===== src/rtl/instr_encoder.sv =====
// -----------------------------------------------------------------------------
// instr_encoder
//   Turns a field set (op, rd, rs1, rs2, imm) into an RV32I instruction word and
//   buffers it in a 2-entry FIFO. Each word carries a byte address. The address
//   starts at ADDR_BASE and advances by 4 on every output handshake.
//
// Ports
//   clk        rising-edge clock
//   rst_n      asynchronous active-low reset
//   clear      synchronous flush; has priority over both handshakes
//   in_valid   field set valid            in_ready   FIFO not full
//   op         0 ADD,1 SUB,2 AND,3 OR,4 ADDI,5 LW,6 SW,7 BEQ; 8-15 illegal
//   rd/rs1/rs2 register indices           imm        13-bit signed immediate
//   out_valid  FIFO not empty             out_ready  consumer accepts head
//   out_instr  head instruction word      out_addr   byte address of head
//   err        sticky illegal-input flag  count      FIFO occupancy (0..2)
// -----------------------------------------------------------------------------
module instr_encoder #(
    parameter logic [31:0] ADDR_BASE  = 32'h0000_0000,
    parameter int unsigned FIFO_DEPTH = 2
) (
    input  logic        clk,
    input  logic        rst_n,
    input  logic        clear,
    input  logic        in_valid,
    output logic        in_ready,
    input  logic [3:0]  op,
    input  logic [4:0]  rd,
    input  logic [4:0]  rs1,
    input  logic [4:0]  rs2,
    input  logic [12:0] imm,
    output logic        out_valid,
    input  logic        out_ready,
    output logic [31:0] out_instr,
    output logic [31:0] out_addr,
    output logic        err,
    output logic [1:0]  count
);

    typedef enum logic [3:0] {
        OP_ADD  = 4'd0,
        OP_SUB  = 4'd1,
        OP_AND  = 4'd2,
        OP_OR   = 4'd3,
        OP_ADDI = 4'd4,
        OP_LW   = 4'd5,
        OP_SW   = 4'd6,
        OP_BEQ  = 4'd7
    } op_e;

    localparam logic [1:0] FULL = 2'(FIFO_DEPTH);

    logic [31:0] mem [2];
    logic        wr_ptr;
    logic        rd_ptr;
    logic [1:0]  count_q;
    logic [31:0] addr_q;
    logic        err_q;

    logic [31:0] enc;
    logic        illegal;
    logic        in_fire;
    logic        out_fire;
    logic        push;
    logic        pop;

    // Flow control depends on registered occupancy only.
    assign in_ready  = (count_q != FULL);
    assign out_valid = (count_q != 2'd0);
    assign out_instr = mem[rd_ptr];
    assign out_addr  = addr_q;
    assign err       = err_q;
    assign count     = count_q;

    assign in_fire  = in_valid & in_ready;
    assign out_fire = out_valid & out_ready;
    assign push     = in_fire & ~illegal & ~clear;
    assign pop      = out_fire & ~clear;

    always_comb begin
        enc     = '0;
        illegal = 1'b0;
        case (op_e'(op))
            OP_ADD:  enc = {7'b0000000, rs2, rs1, 3'b000, rd, 7'b0110011};
            OP_SUB:  enc = {7'b0100000, rs2, rs1, 3'b000, rd, 7'b0110011};
            OP_AND:  enc = {7'b0000000, rs2, rs1, 3'b111, rd, 7'b0110011};
            OP_OR:   enc = {7'b0000000, rs2, rs1, 3'b110, rd, 7'b0110011};
            OP_ADDI: enc = {imm[11:0], rs1, 3'b000, rd, 7'b0010011};
            OP_LW:   enc = {imm[11:0], rs1, 3'b010, rd, 7'b0000011};
            OP_SW:   enc = {imm[11:5], rs2, rs1, 3'b010, imm[4:0], 7'b0100011};
            OP_BEQ: begin
                enc     = {imm[12], imm[10:5], rs2, rs1, 3'b000,
                           imm[4:1], imm[11], 7'b1100011};
                // Branch offsets must be even; bit 0 is not encodable.
                illegal = imm[0];
            end
            default: illegal = 1'b1;
        endcase
    end

    // Data storage is deliberately left unreset; out_instr is only meaningful
    // while out_valid is high.
    always_ff @(posedge clk) begin
        if (push) begin
            mem[wr_ptr] <= enc;
        end
    end

    always_ff @(posedge clk or negedge rst_n) begin
        if (!rst_n) begin
            wr_ptr  <= 1'b0;
            rd_ptr  <= 1'b0;
            count_q <= '0;
            addr_q  <= ADDR_BASE;
            err_q   <= 1'b0;
        end else if (clear) begin
            wr_ptr  <= 1'b0;
            rd_ptr  <= 1'b0;
            count_q <= '0;
            addr_q  <= ADDR_BASE;
            err_q   <= 1'b0;
        end else begin
            if (push) begin
                wr_ptr <= ~wr_ptr;
            end
            if (pop) begin
                rd_ptr <= ~rd_ptr;
                addr_q <= addr_q + 32'd4;
            end
            case ({push, pop})
                2'b10:   count_q <= count_q + 2'd1;
                2'b01:   count_q <= count_q - 2'd1;
                default: count_q <= count_q;
            endcase
            if (in_fire && illegal) begin
                err_q <= 1'b1;
            end
        end
    end

endmodule


===== config.mk =====
export PLATFORM = sky130hd
export DESIGN_NAME = instr_encoder
export DESIGN_NICKNAME = d
export VERILOG_FILES = /design/src/rtl/instr_encoder.sv
export SDC_FILE = /design/constraint.sdc
export NUM_CORES = 1
export LEC_CHECK = 0
export CAP_MARGIN = 0
export CORE_MARGIN = 2
export CORE_UTILIZATION = 50
export DETAILED_ROUTE_END_ITERATION = 7
export MAX_ROUTING_LAYER = met4
export PLACE_DENSITY_LB_ADDON = 0.05
export SLEW_MARGIN = 15
export SYNTH_ARGS = -nofsm -noshare
export SYNTH_HDL_FRONTEND = slang
export SYNTH_SLANG_ARGS = --single-unit
export TNS_END_PERCENT = 100

===== constraint.sdc =====
create_clock -name clk -period 4.3 [get_ports clk]
set_input_delay 0.86 -clock clk [delete_from_list [all_inputs] [get_ports clk]]
set_output_delay 0.86 -clock clk [all_outputs]
set_load 0.01 [all_outputs]

Word level (Yosys, flattened, before mapping)
Memory sizes are Yosys's and may differ from the RTL's.
Index checks and enable logic that the tools add are counted.
{ "word_totals": {"register_bits": 37, "latchBits": 0, "mem_bits_rw": 64, "mem_bits_ro": 0, "input_bits": 37, "output_inout_bits": 69, "word_cells": 50, "n_memories": 1} }
{ "memory_table": {"columns": ["name", "depth", "word_bits", "rd", "rd_ports_with_merged_regs", "write_ports", "line", "source"], "rows": [
  ["mem", 2, 32, 1, 0, 1, "53", "logic [31:0] mem [2];"]
]} }
{ "op_classes": {"add_sub_neg": 3, "n_mul": 0, "div_mod_pow": 0, "order_cmp": 0, "eq_ne": 10, "n_shift": 0, "muxes": 14, "bitwise_logic": 9, "reduce_logical": 8} }
{ "op_table": {"columns": ["cell", "n"], "rows": [
  ["case mux 32 bit (8 select lines)", 1],
  ["2-to-1 mux 32 bit", 2],
  ["adder 32 x 3 -> 32 bit, second input constant", 1],
  ["equality test 4 x 3 -> 1 bit, second input constant", 4],
  ["equality test 4 x 2 -> 1 bit, second input constant", 2],
  ["2-to-1 mux 1 bit", 8],
  ["nonzero test 2 bit", 4],
  ["OR reduction 7 bit", 1],
  ["AND 1 bit", 5],
  ["equality test 4 x 1 -> 1 bit, second input constant", 1],
  ["zero test 4 bit", 1],
  ["inverter 1 bit", 4],
  ["case mux 2 bit (2 select lines)", 1],
  ["nonzero test 3 bit", 1],
  ["adder 2 x 1 -> 2 bit, second input constant", 1],
  ["equality test 2 x 1 -> 1 bit, second input constant", 1],
  ["equality test 2 bit, second input constant", 1],
  ["2-to-1 mux 2 bit", 1],
  ["inequality test 2 bit, second input constant", 1],
  ["case mux 1 bit (2 select lines)", 1],
  ["subtractor 2 x 1 -> 2 bit, second input constant", 1],
  ["logical AND 1 bit", 1]
]} }

Longest topological paths before layout
{ "depth": {"depth_word": 9, "depth_mapped": 7, "ltp_nobuf": 5} }

Worst setup path after synthesis
OpenSTA, ideal clock, no wires.
{ "synth_timing": {"path_type": "input-to-reg", "start": "in op[0]", "end": "mem mem[1][10] (enable)", "setup_ns": 0.458, "t_arrival_ns": 3.755, "slack_ns": 0.088, "path_stages": 4, "path_buffers": 1, "cell_sequence": "clkbuf_1 -> a41oi_1 -> nand3_1 -> nor3b_1"} }
{ "synth_between": {"elab_chain_len": 8, "word_cells_on_any_way": 15, "classes_between": "eq/ne (7); mux (3); bitwise (3); reduce/logical (2)"} }
{ "synth_lines": {"columns": ["element", "line", "source"], "rows": [
  ["start, declared", "27", "input logic [3:0] op,"],
  ["equality test 4 x 3 -> 1 bit (tied with other cells)", "83", "case (op_e'(op))"],
  ["OR reduction 7 bit (no source line)", null, null],
  ["case mux 1 bit (2 select lines) (*)", "83", null],
  ["inverter 1 bit (*)", "77", "assign push = in_fire & ~illegal & ~clear;"],
  ["AND 1 bit (*) (2 in a row)", "77", null],
  ["2-to-1 mux 1 bit (*)", "104", "if (push) begin"],
  ["2-to-1 mux 1 bit (implied by the code) (*)", "105", "mem[wr_ptr] <= enc;"],
  ["end, declared", "53", null]
]} }
Every way passes the cells marked *; elsewhere a longest branch is shown, timed or not.

Final worst setup path
{ "layout_timing": {"start": "in op[2]", "end": "mem mem[1][29] (enable)"} }
The elaborated chain is that of the path after synthesis.

==> results.cfg <==
[clock_tree]
cts_buffers = 9
cts_tree = done
clk_path_buf_depth = 2
htree_levels = 3
cts_root_buffer = clkbuf_8
clk_latency_ns = 0.36
cts_resized = 0
cts.hold.buffers_added = 0
path_clk_slew_ns = 0.09
cts_setup_buffers = 0
cts.sinks = 93

[floorplanning]
die_w_um = 97.2
fp.dieArea_mm2 = 0.00945
io_pins = 106
rows = 34
start_util_pct = 50.6
die_y_um = 97.2
core-area_mm2 = 0.00859

[worst_setup_path]
path_class = input pin to flop
cp_max_fo = 29
reg2reg_from = count[0]$_DFFE_PN0P_
critPathArrivalTime_ns = 3.04
end_kind = flop
r2r-end = out_addr[28]$_DFFE_PN0N_
r2r_slack_ns = 1.88
required_ns = 4.31
rr_worst_depth = 4
crit_path_start_kind = input pin

[hold_path]
worstHoldStart = rd_ptr$_DFFE_PN0N_
hold_class = flop to flop
min_path_cells = 2
min_to = rd_ptr$_DFFE_PN0N_

[placed_design]
place_ws_ns = 0.915
dp_hpwl_um = 6170
place_congestion = 0.799
io_buffers = 101

[detailed_routing]
drtPass1Iterations = 4
vias_per_cell = 5.44
wire_per_inst_um = 16.3
drc = 0
ant_nets = 0
drt_wl_total_um = 9230
routed-via-count = 3071
drt_iter0_markers = 72

[logic_synthesis]
synth_sequential_area_ratio_pct = 60.2
synth.cell_area_mm2 = 0.00435
async_reset_ff_share_pct = 37.6
ys.warnings.count = 0
ys.flop_type = edfxtp_1
netlist_instances = 357
postSynthAreaPerCell_um2 = 12.2
ys_seq_elements = 93
synth_edf_count = 58
synthDistinctLibCells = 38

[power_and_ir_drop]
p_leak_nw = 1.98
ir_drop_mv = 0.196
p_int_mw = 1.30
seqPwrFrac_pct = 56.3
power_switching_mw = 0.433
pwr-share-clk_pct = 31.4
swShare_pct = 25.0
power_density_mw_per_mm2 = 310
p_comb_share_pct = 12.3

[timing]
final.setup.tns_ns = 0
hold_violations = 0
finalCritPeriodShare_pct = 70.4
min_period_ns = 3.03
finalWorstSetupSlack_ns = 1.27
skew_ns = 0.0152
setup_viol = 0
rsz0062_at_grt = no
max_freq_mhz = 330
final_max_slew_viol_count = 0
worst_slew_pin_slew_ns = 0.699
maxSlewHeadroom_pct = 53.3

[run_status]
status = finished clean

[run]
maxCapViolCount = 0

[layout]
syn_to_final_growth_pct = 28.9
fin_nets = 490
drive_above_1_share_pct = 13.3
antennaDiodeCount = 0

[grt]
grt_usage_pct = 20.9
grt_pass1_vias = 3056
grt.overflow.total = 0
grt_pass1_wl_um = 15400
grt_max_degree = 41
antenna_found_initial = 0
[layout by cell type (no fill, tap or decap), drive strengths merged, types with 7 or more instances in the layout]
master | netlist | routed
nand2 | 19 | 19
nor2b | 11 | 11
clkbuf | 16 | 9
mux2 | 32 | 32
o31ai | 15 | 15
edfxtp | 58 | 58
nand3 | 12 | 12
inv | 8 | 12
or4 | 18 | 18
nand4 | 7 | 7
and2 | 8 | 8
a21oi | 27 | 27
clkdlybuf4s50 | 0 | 101
dfrtp | 35 | 35
nor2 | 26 | 26
mux2i | 7 | 7
[power groups by stage]
stage,logic (mW),registers [mW],clock network [mW]
6_report,0.213,0.978,0.546
5_1_grt,0.231,0.980,0.599
4_1_cts,0.216,0.978,0.558
3_5_place_dp,0.215,0.997,0
2_1_floorplan,0.107,0.995,0
3_3_place_gp,0.212,0.997,0
[cells by family (layout without fill, tap and decap cells)]
family	count (synthesis)	count (layout)	synth area share, %
xor+xnor	12	12	2.42
flops	93	93	60.2
buf+inv	34	131	3.86
compound gates	54	54	7.77
simple gates	123	123	15.4
other cells	1	4	0.0863
mux	39	39	9.91
fa+ha+maj	1	1	0.288
[Yosys cell counts (all sizes together) (10+ instances only)]
cell type / n / area (µm²)
a21oi: 27 / 135
buf: 10 / 77.6
clkbuf: 16 / 60.1
dfrtp: 35 / 876
edfxtp: 58 / 1740
mux2: 32 / 360
nand2: 19 / 71.3
nand3: 12 / 60.1
nor2: 26 / 97.6
nor2b: 11 / 68.8
o31ai: 15 / 113
or4: 18 / 139
[worst max-delay path, cell delays in order]
cell and delay (ns):
clkdlybuf4s50_1 0.64, a41oi_1 0.56, nand3_1 0.33, nor3b_2 0.24
buf_4 0.39
[worst max path at each step]
stage / start / to / slack, ns
3_3_place_gp: out_ready / out_addr[28]$_DFFE_PN0N_ / 1.03
5_1_grt: op[2] / mem[1][11]$_DFFE_PP_ / 1.16
3_5_place_dp: op[2] / mem[1][7]$_DFFE_PP_ / 0.91
6_report: op[2] / mem[1][29]$_DFFE_PP_ / 1.27
2_1_floorplan: op[0] / mem[1][10]$_DFFE_PP_ / 0.09
4_1_cts: op[2] / mem[1][11]$_DFFE_PP_ / 1.30
[layer usage]
layer | track usage (%) | part of all wire [%] | up-vias
met5 | - | 0 | -
met4 | 4.81 | 0.84 | 0
met3 | 5.32 | 4.0 | 9
met2 | 32.5 | 48 | 69
met1 | 28.2 | 47 | 1491
li1 | - | - | 1502
[flip-flops by register name (all words and copies together) (netlist names)]
register	count
count	2
err	1
out_addr	30
rd_ptr	1
wr_ptr	1
mem	58
[metrics by stage]
stage / hold slack (ns) / total power, mW / utilization (%) / cells / instance area (µm²)
floorplan: 0.519 / 1.10 / - / 360 / 4360
global placement: 0.538 / 1.21 / 63.1 / 549 / 5420
detailed placement: 0.546 / 1.21 / 63.1 / 549 / 5420
CTS: 0.563 / 1.75 / 65.2 / 565 / 5600
global route: 0.617 / 1.81 / 65.2 / 565 / 5600
finish: 0.563 / 1.74 / 65.2 / 565 / 5600
[layout make-up]
type | instances | area (µm²)
fill | 700 | 2990
multi-input combinational | 233 | 1580
clock inverter | 7 | 57.6
inverter | 8 | 30.0
timing repair buffer | 107 | 1060
tap | 108 | 135
sequential | 93 | 2620
clock buffer | 9 | 124
Note: power is estimated with default switching activity, not from simulation.
